--- config.mk ---
export PLATFORM = sky130hd
export DESIGN_NAME = alu_issue_seq
export DESIGN_NICKNAME = d
export VERILOG_FILES = /design/src/rtl/alu_pkg.sv /design/src/rtl/alu_ctrl_dec.sv /design/src/rtl/alu_issue_seq.sv
export SDC_FILE = /design/constraint.sdc
export NUM_CORES = 1
export LEC_CHECK = 0
export CAP_MARGIN = 5
export CORE_AREA = 2 2 158 160
export CTS_CLUSTER_SIZE = 14
export DETAILED_ROUTE_END_ITERATION = 8
export DIE_AREA = 0 0 160 162
export PLACE_DENSITY = 0.7
export SYNTH_ARGS = -nofsm -noshare
export SYNTH_HDL_FRONTEND = slang
export SYNTH_SLANG_ARGS = --single-unit
--- constraint.sdc ---
create_clock -name clk -period 1.6 [get_ports clk]
set_clock_uncertainty 0.15 [all_clocks]
set_input_delay 0.4 -clock clk [delete_from_list [all_inputs] [get_ports clk]]
set_output_delay 0.4 -clock clk [all_outputs]
set_load 0.03 [all_outputs]
--- src/rtl/alu_pkg.sv ---
// Shared ALU definitions: control codes, aluop encodings, funct3 values and the issue FSM states.
// Imported by the ALU, the control decoder and the issue sequencer so all agree on one encoding.
package alu_pkg;

   localparam int ALU_XLEN   = 64;
   localparam int ALU_CTRL_W = 4;

   typedef logic [ALU_CTRL_W-1:0] ctrl_t;

   localparam ctrl_t CTRL_AND  = 4'b0000;
   localparam ctrl_t CTRL_OR   = 4'b0001;
   localparam ctrl_t CTRL_ADD  = 4'b0010;
   localparam ctrl_t CTRL_XOR  = 4'b0011;
   localparam ctrl_t CTRL_SLL  = 4'b0100;
   localparam ctrl_t CTRL_SRL  = 4'b0101;
   localparam ctrl_t CTRL_SUB  = 4'b0110;
   localparam ctrl_t CTRL_SRA  = 4'b0111;
   localparam ctrl_t CTRL_SLT  = 4'b1000;
   localparam ctrl_t CTRL_SLTU = 4'b1001;

   localparam logic [1:0] ALUOP_MEM = 2'b00;
   localparam logic [1:0] ALUOP_BR  = 2'b01;
   localparam logic [1:0] ALUOP_R   = 2'b10;
   localparam logic [1:0] ALUOP_I   = 2'b11;

   localparam logic [2:0] F3_ADDSUB = 3'b000;
   localparam logic [2:0] F3_SLL    = 3'b001;
   localparam logic [2:0] F3_SLT    = 3'b010;
   localparam logic [2:0] F3_SLTU   = 3'b011;
   localparam logic [2:0] F3_XOR    = 3'b100;
   localparam logic [2:0] F3_SR     = 3'b101;
   localparam logic [2:0] F3_OR     = 3'b110;
   localparam logic [2:0] F3_AND    = 3'b111;

   typedef enum logic [1:0] {
      ST_IDLE = 2'b00,
      ST_EXEC = 2'b01,
      ST_HOLD = 2'b10
   } state_e;

   // Only the adder produces meaningful carry/overflow; other ops must report 0.
   function automatic logic ctrl_sets_flags(input ctrl_t c);
      return (c == CTRL_ADD) || (c == CTRL_SUB);
   endfunction

endpackage

--- src/rtl/alu_ctrl_dec.sv ---
// Combinational ALU control decode: (aluop, funct3, funct7[5]) -> 4-bit control and illegal flag.
// Zero latency, no handshake; shared with the decode stage.
module alu_ctrl_dec
   import alu_pkg::*;
(
   input  logic [1:0] i_aluop,
   input  logic [2:0] i_funct3,
   input  logic       i_funct7b5,
   output ctrl_t      o_control,
   output logic       o_illegal
);

   logic w_is_rtype;

   assign w_is_rtype = (i_aluop == ALUOP_R);

   always_comb begin
      o_control = CTRL_ADD;
      case (i_aluop)
         ALUOP_MEM: o_control = CTRL_ADD;
         ALUOP_BR:  o_control = CTRL_SUB;
         ALUOP_R,
         ALUOP_I: begin
            // I-type has no SUB; bit 30 there only distinguishes SRA from SRL.
            case (i_funct3)
               F3_ADDSUB: o_control = (w_is_rtype && i_funct7b5) ? CTRL_SUB : CTRL_ADD;
               F3_SLL:    o_control = CTRL_SLL;
               F3_SLT:    o_control = CTRL_SLT;
               F3_SLTU:   o_control = CTRL_SLTU;
               F3_XOR:    o_control = CTRL_XOR;
               F3_SR:     o_control = i_funct7b5 ? CTRL_SRA : CTRL_SRL;
               F3_OR:     o_control = CTRL_OR;
               F3_AND:    o_control = CTRL_AND;
            endcase
         end
      endcase
   end

   assign o_illegal = w_is_rtype && i_funct7b5 &&
                      (i_funct3 != F3_ADDSUB) && (i_funct3 != F3_SR);

endmodule

--- src/rtl/alu_issue_seq.sv ---
// Execute front end: latch op, drive ALU for one settle cycle, register result+flags; accept->out_valid 2 cycles.
// Result held in HOLD until out_ready; a new op is accepted in the same cycle the result is consumed.
module alu_issue_seq
   import alu_pkg::*;
#(
   parameter int XLEN   = ALU_XLEN,
   parameter int CTRL_W = ALU_CTRL_W
)(
   input  logic              clk,
   input  logic              rst,
   input  logic              in_valid,
   output logic              in_ready,
   input  logic [1:0]        in_aluop,
   input  logic [2:0]        in_funct3,
   input  logic              in_funct7b5,
   input  logic [XLEN-1:0]   in_rs1,
   input  logic [XLEN-1:0]   in_rs2,
   output logic [XLEN-1:0]   alu_rs1,
   output logic [XLEN-1:0]   alu_rs2,
   output logic [CTRL_W-1:0] alu_control,
   input  logic [XLEN-1:0]   alu_rd,
   input  logic              alu_carry,
   input  logic              alu_overflow,
   output logic              out_valid,
   input  logic              out_ready,
   output logic [XLEN-1:0]   out_result,
   output logic              out_zero,
   output logic              out_carry,
   output logic              out_overflow,
   output logic              out_illegal
);

   state_e            r_state;
   logic [XLEN-1:0]   r_rs1;
   logic [XLEN-1:0]   r_rs2;
   logic [CTRL_W-1:0] r_ctrl;
   logic              r_illegal;
   logic [XLEN-1:0]   r_result;
   logic              r_zero;
   logic              r_carry;
   logic              r_ovf;
   logic              r_out_illegal;

   ctrl_t             w_dec_ctrl;
   logic              w_dec_illegal;
   logic              w_accept;
   logic              w_flags_ok;

   alu_ctrl_dec u_dec (
      .i_aluop    (in_aluop),
      .i_funct3   (in_funct3),
      .i_funct7b5 (in_funct7b5),
      .o_control  (w_dec_ctrl),
      .o_illegal  (w_dec_illegal)
   );

   // HOLD frees up combinationally on out_ready so back-to-back ops issue every 2 cycles.
   assign in_ready  = !rst && ((r_state == ST_IDLE) ||
                               ((r_state == ST_HOLD) && out_ready));
   assign w_accept  = in_valid && in_ready;
   assign w_flags_ok = !r_illegal && ctrl_sets_flags(r_ctrl);

   always_ff @(posedge clk) begin
      if (rst) begin
         r_state       <= ST_IDLE;
         r_rs1         <= '0;
         r_rs2         <= '0;
         r_ctrl        <= '0;
         r_illegal     <= 1'b0;
         r_result      <= '0;
         r_zero        <= 1'b0;
         r_carry       <= 1'b0;
         r_ovf         <= 1'b0;
         r_out_illegal <= 1'b0;
      end else begin
         if (w_accept) begin
            r_rs1     <= in_rs1;
            r_rs2     <= in_rs2;
            r_ctrl    <= w_dec_ctrl;
            r_illegal <= w_dec_illegal;
         end
         case (r_state)
            ST_IDLE: begin
               if (w_accept) r_state <= ST_EXEC;
            end
            ST_EXEC: begin
               // Illegal ops report a clean zero result regardless of what the ALU computed.
               r_result      <= r_illegal ? '0 : alu_rd;
               r_zero        <= r_illegal ? 1'b1 : (alu_rd == '0);
               r_carry       <= w_flags_ok & alu_carry;
               r_ovf         <= w_flags_ok & alu_overflow;
               r_out_illegal <= r_illegal;
               r_state       <= ST_HOLD;
            end
            ST_HOLD: begin
               if (out_ready) r_state <= w_accept ? ST_EXEC : ST_IDLE;
            end
            default: r_state <= ST_IDLE;
         endcase
      end
   end

   assign alu_rs1      = r_rs1;
   assign alu_rs2      = r_rs2;
   assign alu_control  = r_ctrl;

   assign out_valid    = (r_state == ST_HOLD);
   assign out_result   = r_result;
   assign out_zero     = r_zero;
   assign out_carry    = r_carry;
   assign out_overflow = r_ovf;
   assign out_illegal  = r_out_illegal;

endmodule

==> impl_results.md, run 1 <==
* Clk pwr share at 39.3%
* Most frequently used flop master after synthesis: dfxtp_1
* Worst Path Max Fanout at 3
* Final GP Congestion at 0.858
* Initial Utilization at 30.9%
* Worst R2R Setup Slack at 0.07 ns
* Cell Pwr Density at 952 mW/mm^2
* CTS tree: done
* # clock sinks at 203
* Synth Area per Inst at 8.10 um^2
* Inserted Clock Buffers at 23
* Pins Over Slew Limit at 0
* Failing checks: setup timing
* Reg2reg end: alu_rs2[15]
* Async S/R FF share, synth at 0%
* Initial antenna violation count at 3
* Final WS setup at -0.266 ns
* Final setup vio count at 2
* Worst path slowest cell: dfxtp_2
* Max layer used: met5
* TNS Setup at -0.407 ns
* Placed cell area at 0.0127 mm^2
* 1st-pass router iterations at 4
* Final cell count without fillers at 1691
* Design area at 0.0139 mm^2
* Cell Chain, Critical Path: buf_6 -> a211oi_4 -> buf_6
* Max-Cap Viols at 0
* Max-Slew Margin vs Limit at 64.9%
* Tcrit/Tclk final at 117%
* Hold WS at 0.127 ns
* Net Count, Synth at 1123
* Gate count of the mapped netlist at 919
* Outcome: finished with violations
* Worst-margin pin slew at 0.526 ns
* Flop pwr share at 41.5%
* Register area share after synthesis at 54.6%
* Final #Nets at 1554
* First-pass GRT wire length at 40.8 mm
* CP Launch Type: flop
* Post-synth EDFFs at 0
* Final wirelength at 27.8 mm
* Total track usage at 19.3%
* Lkg Pwr at 5.74 nW
* Diodes inserted at 0
* Core area at 0.0241 mm^2
* I/O pins at 406
* CTS Buffer Depth at 3
* Critical path required time at 1.05 ns
* CP dominant cell by count: buf_6
* CP Data Arrival Time at 1.32 ns
* Area Overhead vs Synth at 86.3%
* Critical R2R Launch: r_state[1]
* Die Y at 162 um
* Residual DRC count at 0
* Max Freq at 536 MHz
* FP Rows at 57
* Largest net degree at the start of global routing at 102
* Hold_buf cts at 0
* NetSw at 0.00350 W
* CP Launch Point: r_state[1]
* Pint at 0.00971 W
* Input/output buffers at 405
* Worst hold path type: primary input to flop
* Starting DRT DRC Count at 342
* Vias in the first global route at 7714
* DIE WIDTH at 160 um
* Warnings, synthesis at 0
* Fill count at 2098
* Wire length on met1 at 10.6 mm
* Met2 WL post-DR at 13.7 mm
* Final Hold Violating Endpoints at 0
* Critical Path Sink: in_ready
* RSZ-0062 raised after global routing: yes
* Wire per inst at 16.4 um
* GRT overflow at 0
* Layout cells sized above 1 at 30.1%
* Yosys cell types at 28
* Post-Synthesis Cell Area at 0.00745 mm^2
* Combinational Power Share at 19.2%
* Vias per inst at 4.68
* H-tree Lvls at 1
* Worst setup path class: flop to output port
* Worst vdd ir at 0.704 mV
* Min Tclk post-route at 1.87 ns
* Post-detail-place hpwl at 19.3 mm
* CTS clk-pin slew, worst paths at 0.06 ns
* R2R cell count at 7
* Placed insts at 1642
* Routed wl met3 at 2.70 mm
* Finished Core Util at 57.6%
* Post-DRT Antenna Nets at 0
* Crit-path max cell delay at 0.33 ns
* Sw Share at 26.5%
* CTS root buffer: clkbuf_16
* Synth Register Bits at 203
* CP endpoint kind: output port
* Die area at 0.0259 mm^2
* Vias at 7911
* Worst skew pair latency at 0.50 ns
cells in the final DEF (no fill, tap or decap), types with 27 or more instances in the layout:
cell,n
nand2_1,262
a21oi_1,195
clkdlybuf4s50_1,158
buf_4,132
dfxtp_1,129
buf_6,76
dfxtp_2,74
nor2_1,70
nor3b_1,63
buf_12,61
dlymetal6s2s_1,34
clkbuf_16,27
layout make-up:
cell class | count | area [um^2] | share of cell area (%)
Timing Repair Buffer | 480 | 5340 | 38.5
Sequential cell | 203 | 4160 | 29.9
Multi-Input combinational cell | 637 | 3210 | 23.1
Clock buffer | 36 | 684 | 4.93
Tap cell | 324 | 405 | 2.92
Clock inverter | 6 | 61.3 | 0.442
Inverter | 5 | 26.3 | 0.189
how the worst min path moves through the flow:
stage	start	end	cells past startpoint
floorplan	in_aluop[1]	alu_control[1]	1
global placement	alu_rs2[32]	alu_rs2[32]	2
detailed placement	alu_rs1[7]	alu_rs1[7]	2
CTS	rst	out_zero	4
global route	rst	out_zero	4
finish	rst	out_zero	4
flip-flops by register name, indices dropped and copies added (netlist names):
name	count
alu_control	4
alu_rs1	64
alu_rs2	64
out_carry	1
out_illegal	1
out_overflow	1
out_result	64
out_zero	1
r_illegal	1
r_state	2
synthesized netlist by cell type (2+ instances only):
library cell	n	area share, %
nand2_1	262	13
buf_4	5	0.50
inv_1	2	0.10
nor3b_1	64	6.5
dfxtp_1	203	55
nor2b_1	3	0.25
nand4_1	4	0.34
a211oi_1	2	0.20
a21oi_1	197	13
nand2b_1	4	0.34
buf_2	27	1.8
a22oi_1	2	0.20
buf_1	2	0.10
clkbuf_1	39	2.0
nor2_1	71	3.6
inv_2	3	0.15
nor4_1	18	1.5
critical path: cells and delay by family, from the launching register on:
family                 cells  cell delay [ns]
flip-flops                 1             0.33
buffers and inverters      2             0.28
AO/OA/AOI/OAI              1             0.19
per-stage QoR:
stage	worst slack [ns]	power, W
2_1_floorplan	0.0116	0.00658
3_3_place_gp	-0.664	0.00800
3_5_place_dp	-0.666	0.00802
4_1_cts	-0.299	0.0132
5_1_grt	-0.308	0.0138
6_report	-0.266	0.0132
logic make-up (layout without fill, tap and decap cells):
kind of cell	after synthesis	in the layout	share of synthesized area [%]
DFF	203	203	54.6
AOI/OAI and AO/OA	206	206	14.4
and+or+nand+nor	428	428	25.9
xor gates and xnor gates	2	2	0.235
muxes	1	1	0.134
buffers and inverters	79	527	4.79
metal layers:
layer / global-route usage [%] / vias to the layer above
li1: - / 3915
met1: 20.8 / 3619
met2: 35.1 / 318
met3: 7.84 / 55
met4: 5.45 / 4
met5: 0 / -
what timing repair did:
action | CTS | global route
gates resized for setup | 751 | 199
pin swaps | 8 | 21
setup endpoints to repair | 149 | 142
buffers inserted | 0 | 3
gates cloned | 0 | 4
power groups by stage:
stage	sequential, W	combinational [W]	clock (W)
final	0.00548	0.00254	0.00519
after CTS	0.00546	0.00244	0.00533
after floorplan	0.00598	0.000602	0
after global routing	0.00551	0.00270	0.00555
after global placement	0.00554	0.00245	0
after detailed placement	0.00556	0.00247	0
Power figures use the tool's default switching activity.
==> run 2, diff against run 1 <==
--- a/config.mk
+++ b/config.mk
@@ -5,12 +5,14 @@
 export SDC_FILE = /design/constraint.sdc
 export NUM_CORES = 1
 export LEC_CHECK = 0
+export ABC_AREA = 1
 export CAP_MARGIN = 5
-export CORE_AREA = 2 2 158 160
+export CORE_AREA = 2 2 156 158
 export CTS_CLUSTER_SIZE = 14
 export DETAILED_ROUTE_END_ITERATION = 8
-export DIE_AREA = 0 0 160 162
+export DIE_AREA = 0 0 158 160
 export PLACE_DENSITY = 0.7
+export REMOVE_ABC_BUFFERS = 1
 export SYNTH_ARGS = -nofsm -noshare
 export SYNTH_HDL_FRONTEND = slang
 export SYNTH_SLANG_ARGS = --single-unit
==> constraint.sdc (replaced) <==
create_clock -name clk -period 1.7 [get_ports clk]
set_clock_uncertainty 0.15 [all_clocks]
set_input_delay 0.425 -clock clk [delete_from_list [all_inputs] [get_ports clk]]
set_output_delay 0.425 -clock clk [all_outputs]
set_load 0.03 [all_outputs]
==> run 2 against run 1 <==
- the flow still finishes with violations (setup timing)
- sequential cell count did not move
- area after synthesis fell by 2.9%
- sequential share of layout area fell by 0.66 points
- worst setup slack improved by 0.020 ns
- clock power fell by 8.7%
- critical path type unchanged
- design area rose by 0.12%
- total power fell by 1.5%
- non-clock buffer count rose by 30
- utilization rose by 0.76 points
==> impl_results.md, run 2 <==
* FP Rows at 57 (unchanged)
* Tcrit/Tclk final at 114%
* Worst R2R Setup Slack at -0.18 ns (was 0.07 ns)
* Min Tclk post-route at 1.95 ns
* Post-detail-place hpwl at 18.9 mm (was 19.3 mm)
* Vias in the first global route at 7750 (was 7714)
* Die area at 0.0253 mm^2 (was 0.0259 mm^2)
* Pwr Total at 0.0130 W (was 0.0132 W)
* CTS tree: done (unchanged)
* Pins Over Slew Limit at 0 (unchanged)
* Post-synth EDFFs at 0 (unchanged)
* 1st-pass router iterations at 5 (was 4)
* Outcome: finished with violations (unchanged)
* Gate count of the mapped netlist at 898 (was 919)
* Lkg Pwr at 5.96 nW (was 5.74 nW)
* DIE WIDTH at 158 um (was 160 um)
* Worst Path Max Fanout at 2 (was 3)
* Final setup vio count at 128 (was 2)
* Worst-margin pin slew at 0.329 ns (was 0.526 ns)
* Final #Nets at 1575 (was 1554)
* Worst path slowest cell: dfxtp_2 (unchanged)
* Most frequent cells in the layout: nor2_1 (245), clkdlybuf4s50_1 (201), dfxtp_1 (200) (was nand2_1 (262), a21oi_1 (195), clkdlybuf4s50_1 (158))
* Delay-heaviest family, CP: simple AND/OR/NAND/NOR gates (was flip-flops)
* Input/output buffers at 405 (unchanged)
* CTS Buffer Depth at 3 (unchanged)
* Cell Pwr Density at 936 mW/mm^2 (was 952 mW/mm^2)
* Worst hold path type: primary input to flop (unchanged)
* Final wirelength at 31.8 mm (was 27.8 mm)
* Initial Utilization at 30.4% (was 30.9%)
* Hold_buf cts at 0 (unchanged)
* Final WS setup at -0.246 ns (was -0.266 ns)
* Die Y at 160 um (was 162 um)
* Worst vdd ir at 0.701 mV (was 0.704 mV)
* CP dominant cell by count: inv_2 (was buf_6)
* Inserted Clock Buffers at 23 (unchanged)
* Vias at 8198 (was 7911)
* Synth Register Bits at 203 (unchanged)
* Total track usage at 19.9% (was 19.3%)
* Max Freq at 514 MHz
* Post-Synthesis Cell Area at 0.00723 mm^2 (was 0.00745 mm^2)
* Critical path required time at 1.12 ns (was 1.05 ns)
* Layout cells sized above 1 at 38.7% (was 30.1%)
* Failing checks: setup timing (unchanged)
* CP endpoint kind: output port (unchanged)
* Async S/R FF share, synth at 0% (unchanged)
* Warnings, synthesis at 0 (unchanged)
* Finished Core Util at 58.3% (was 57.6%)
* Largest net degree at the start of global routing at 66 (was 102)
* Synth Area per Inst at 8.05 um^2 (was 8.10 um^2)
* Most frequently used flop master after synthesis: dfxtp_1 (unchanged)
* Commonest non-fill, non-tap cell in the layout: nor2_1 (was nand2_1)
* Vias per inst at 4.79 (was 4.68)
* Wire per inst at 18.6 um (was 16.4 um)
* # clock sinks at 203 (unchanged)
* Residual DRC count at 0 (unchanged)
* Synth top area share at 56.2% (was 54.6%)
* Max-Slew Margin vs Limit at 77.9% (was 64.9%)
* Core area at 0.0238 mm^2 (was 0.0241 mm^2)
* Yosys cell types at 25 (was 28)
* CP Launch Type: flop (unchanged)
* CTS root buffer: clkbuf_16 (unchanged)
* Worst setup path class: flop to output port (unchanged)
* Cell Chain, Critical Path: inv_2 -> or2_4 -> nand2_4 -> inv_2 -> buf_6 (was buf_6 -> a211oi_4 -> buf_6)
* Crit-path max cell delay at 0.32 ns (was 0.33 ns)
* CTS clk-pin slew, worst paths at 0.06 ns (about the same)
* Commonest cells in the netlist: nor2_1 (367), dfxtp_1 (203), o21ai_0 (138) (was nand2_1 (262), dfxtp_1 (203), a21oi_1 (197))
* Final GP Congestion at 0.800 (was 0.858)
* CP Buf/Inv Count at 3 (was 2)
* GRT overflow at 0 (unchanged)
* Register area share after synthesis at 56.2% (was 54.6%)
* H-tree Lvls at 1 (unchanged)
* Starting DRT DRC Count at 410 (was 342)
* RSZ-0062 raised after global routing: yes (unchanged)
* Post-DRT Antenna Nets at 0 (unchanged)
* Initial antenna violation count at 1 (was 3)
* Max-Cap Viols at 0 (unchanged)
* Most frequent cell after synthesis: nor2_1 (was nand2_1)
* Design area at 0.0139 mm^2 (about the same)
* Final Hold Violating Endpoints at 0 (unchanged)
* CP Data Arrival Time at 1.37 ns (was 1.32 ns)
* I/O pins at 406 (unchanged)
* Area Overhead vs Synth at 92.2% (was 86.3%)
* Post-place setup slack at -0.479 ns (was -0.666 ns)
* Area contributors post-synth: dfxtp_1 (56%), nor2_1 (19%), o21ai_0 (9.6%) (was dfxtp_1 (55%), a21oi_1 (13%), nand2_1 (13%))
* First-pass GRT wire length at 40.6 mm (was 40.8 mm)
* TNS Setup at -12.32 ns (was -0.407 ns)
* Synth area leader: dfxtp_1 (unchanged)
* Placed cell area at 0.0121 mm^2 (was 0.0127 mm^2)
* Worst skew pair latency at 0.51 ns (was 0.50 ns)
==> run 2: what timing repair did <==
item	CTS	global route
pin swaps	15	48
gates cloned	0	30
resized for setup	931	412
endpoints found under the setup margin	186	138
setup buffers	2	16
==> run 2: area by class of cell <==
cell class              count  area, um^2
diodes                      1        2.50
clock buffers              31         636
clock inverters             8        71.3
fillers                  2101        9920
inverters                  11        68.8
multi-input cells         619        3800
flip-flops and latches    203        4070
well taps                 324         405
repair buffers            510        4790
repair inverters            3        52.6
==> run 2: power breakdown <==
group	switching, W	total, W	internal, W
registers	0.000191	0.00526	0.00507
clock network	0.00198	0.00474	0.00276
logic	0.00167	0.00301	0.00134
total	0.00384	0.0130	0.00917
==> run 2: metal layers <==
| metal | vias to the layer above | wire, um | GRT usage, % |
|---|---|---|---|
| met3 | 54 | 2960 | 7.19 |
| met2 | 344 | 15900 | 34.9 |
| li1 | 3921 | - | - |
| met1 | 3879 | 12200 | 22.7 |
| met4 | 0 | 775 | 5.32 |
| met5 | - | 0 | 0 |
==> run 2: cells by family after synthesis <==
group | count (synthesis) | synth area share (%)
simple gates | 406 | 21.4
compound gates | 213 | 17.1
flops | 203 | 56.2
buf+inv | 76 | 5.26
==> run 2: final timing paths <==
kind,depth (start not counted),to,start
max,5,in_ready,r_state[1]
min,3,r_state[1],out_ready
max reg2reg,11,alu_rs1[2],r_state[1]
min reg2reg,2,alu_rs2[16],alu_rs2[16]
==> run 2: stage by stage <==
step	hold WS (ns)	cells
floorplan	0.344	833
global placement	0.318	1625
detailed placement	0.334	1625
CTS	0.147	1666
global route	0.140	1710
finish	0.132	1710
==> run 2: worst reg2reg max path, delay by kind of cell, from the launching register on <==
| family | cells | cell delay (ns) |
|---|---|---|
| buffers and inverters | 6 | 0.73 |
| and+or+nand+nor | 4 | 0.44 |
| AOI/OAI and AO/OA | 1 | 0.13 |
| DFF | 1 | 0.32 |
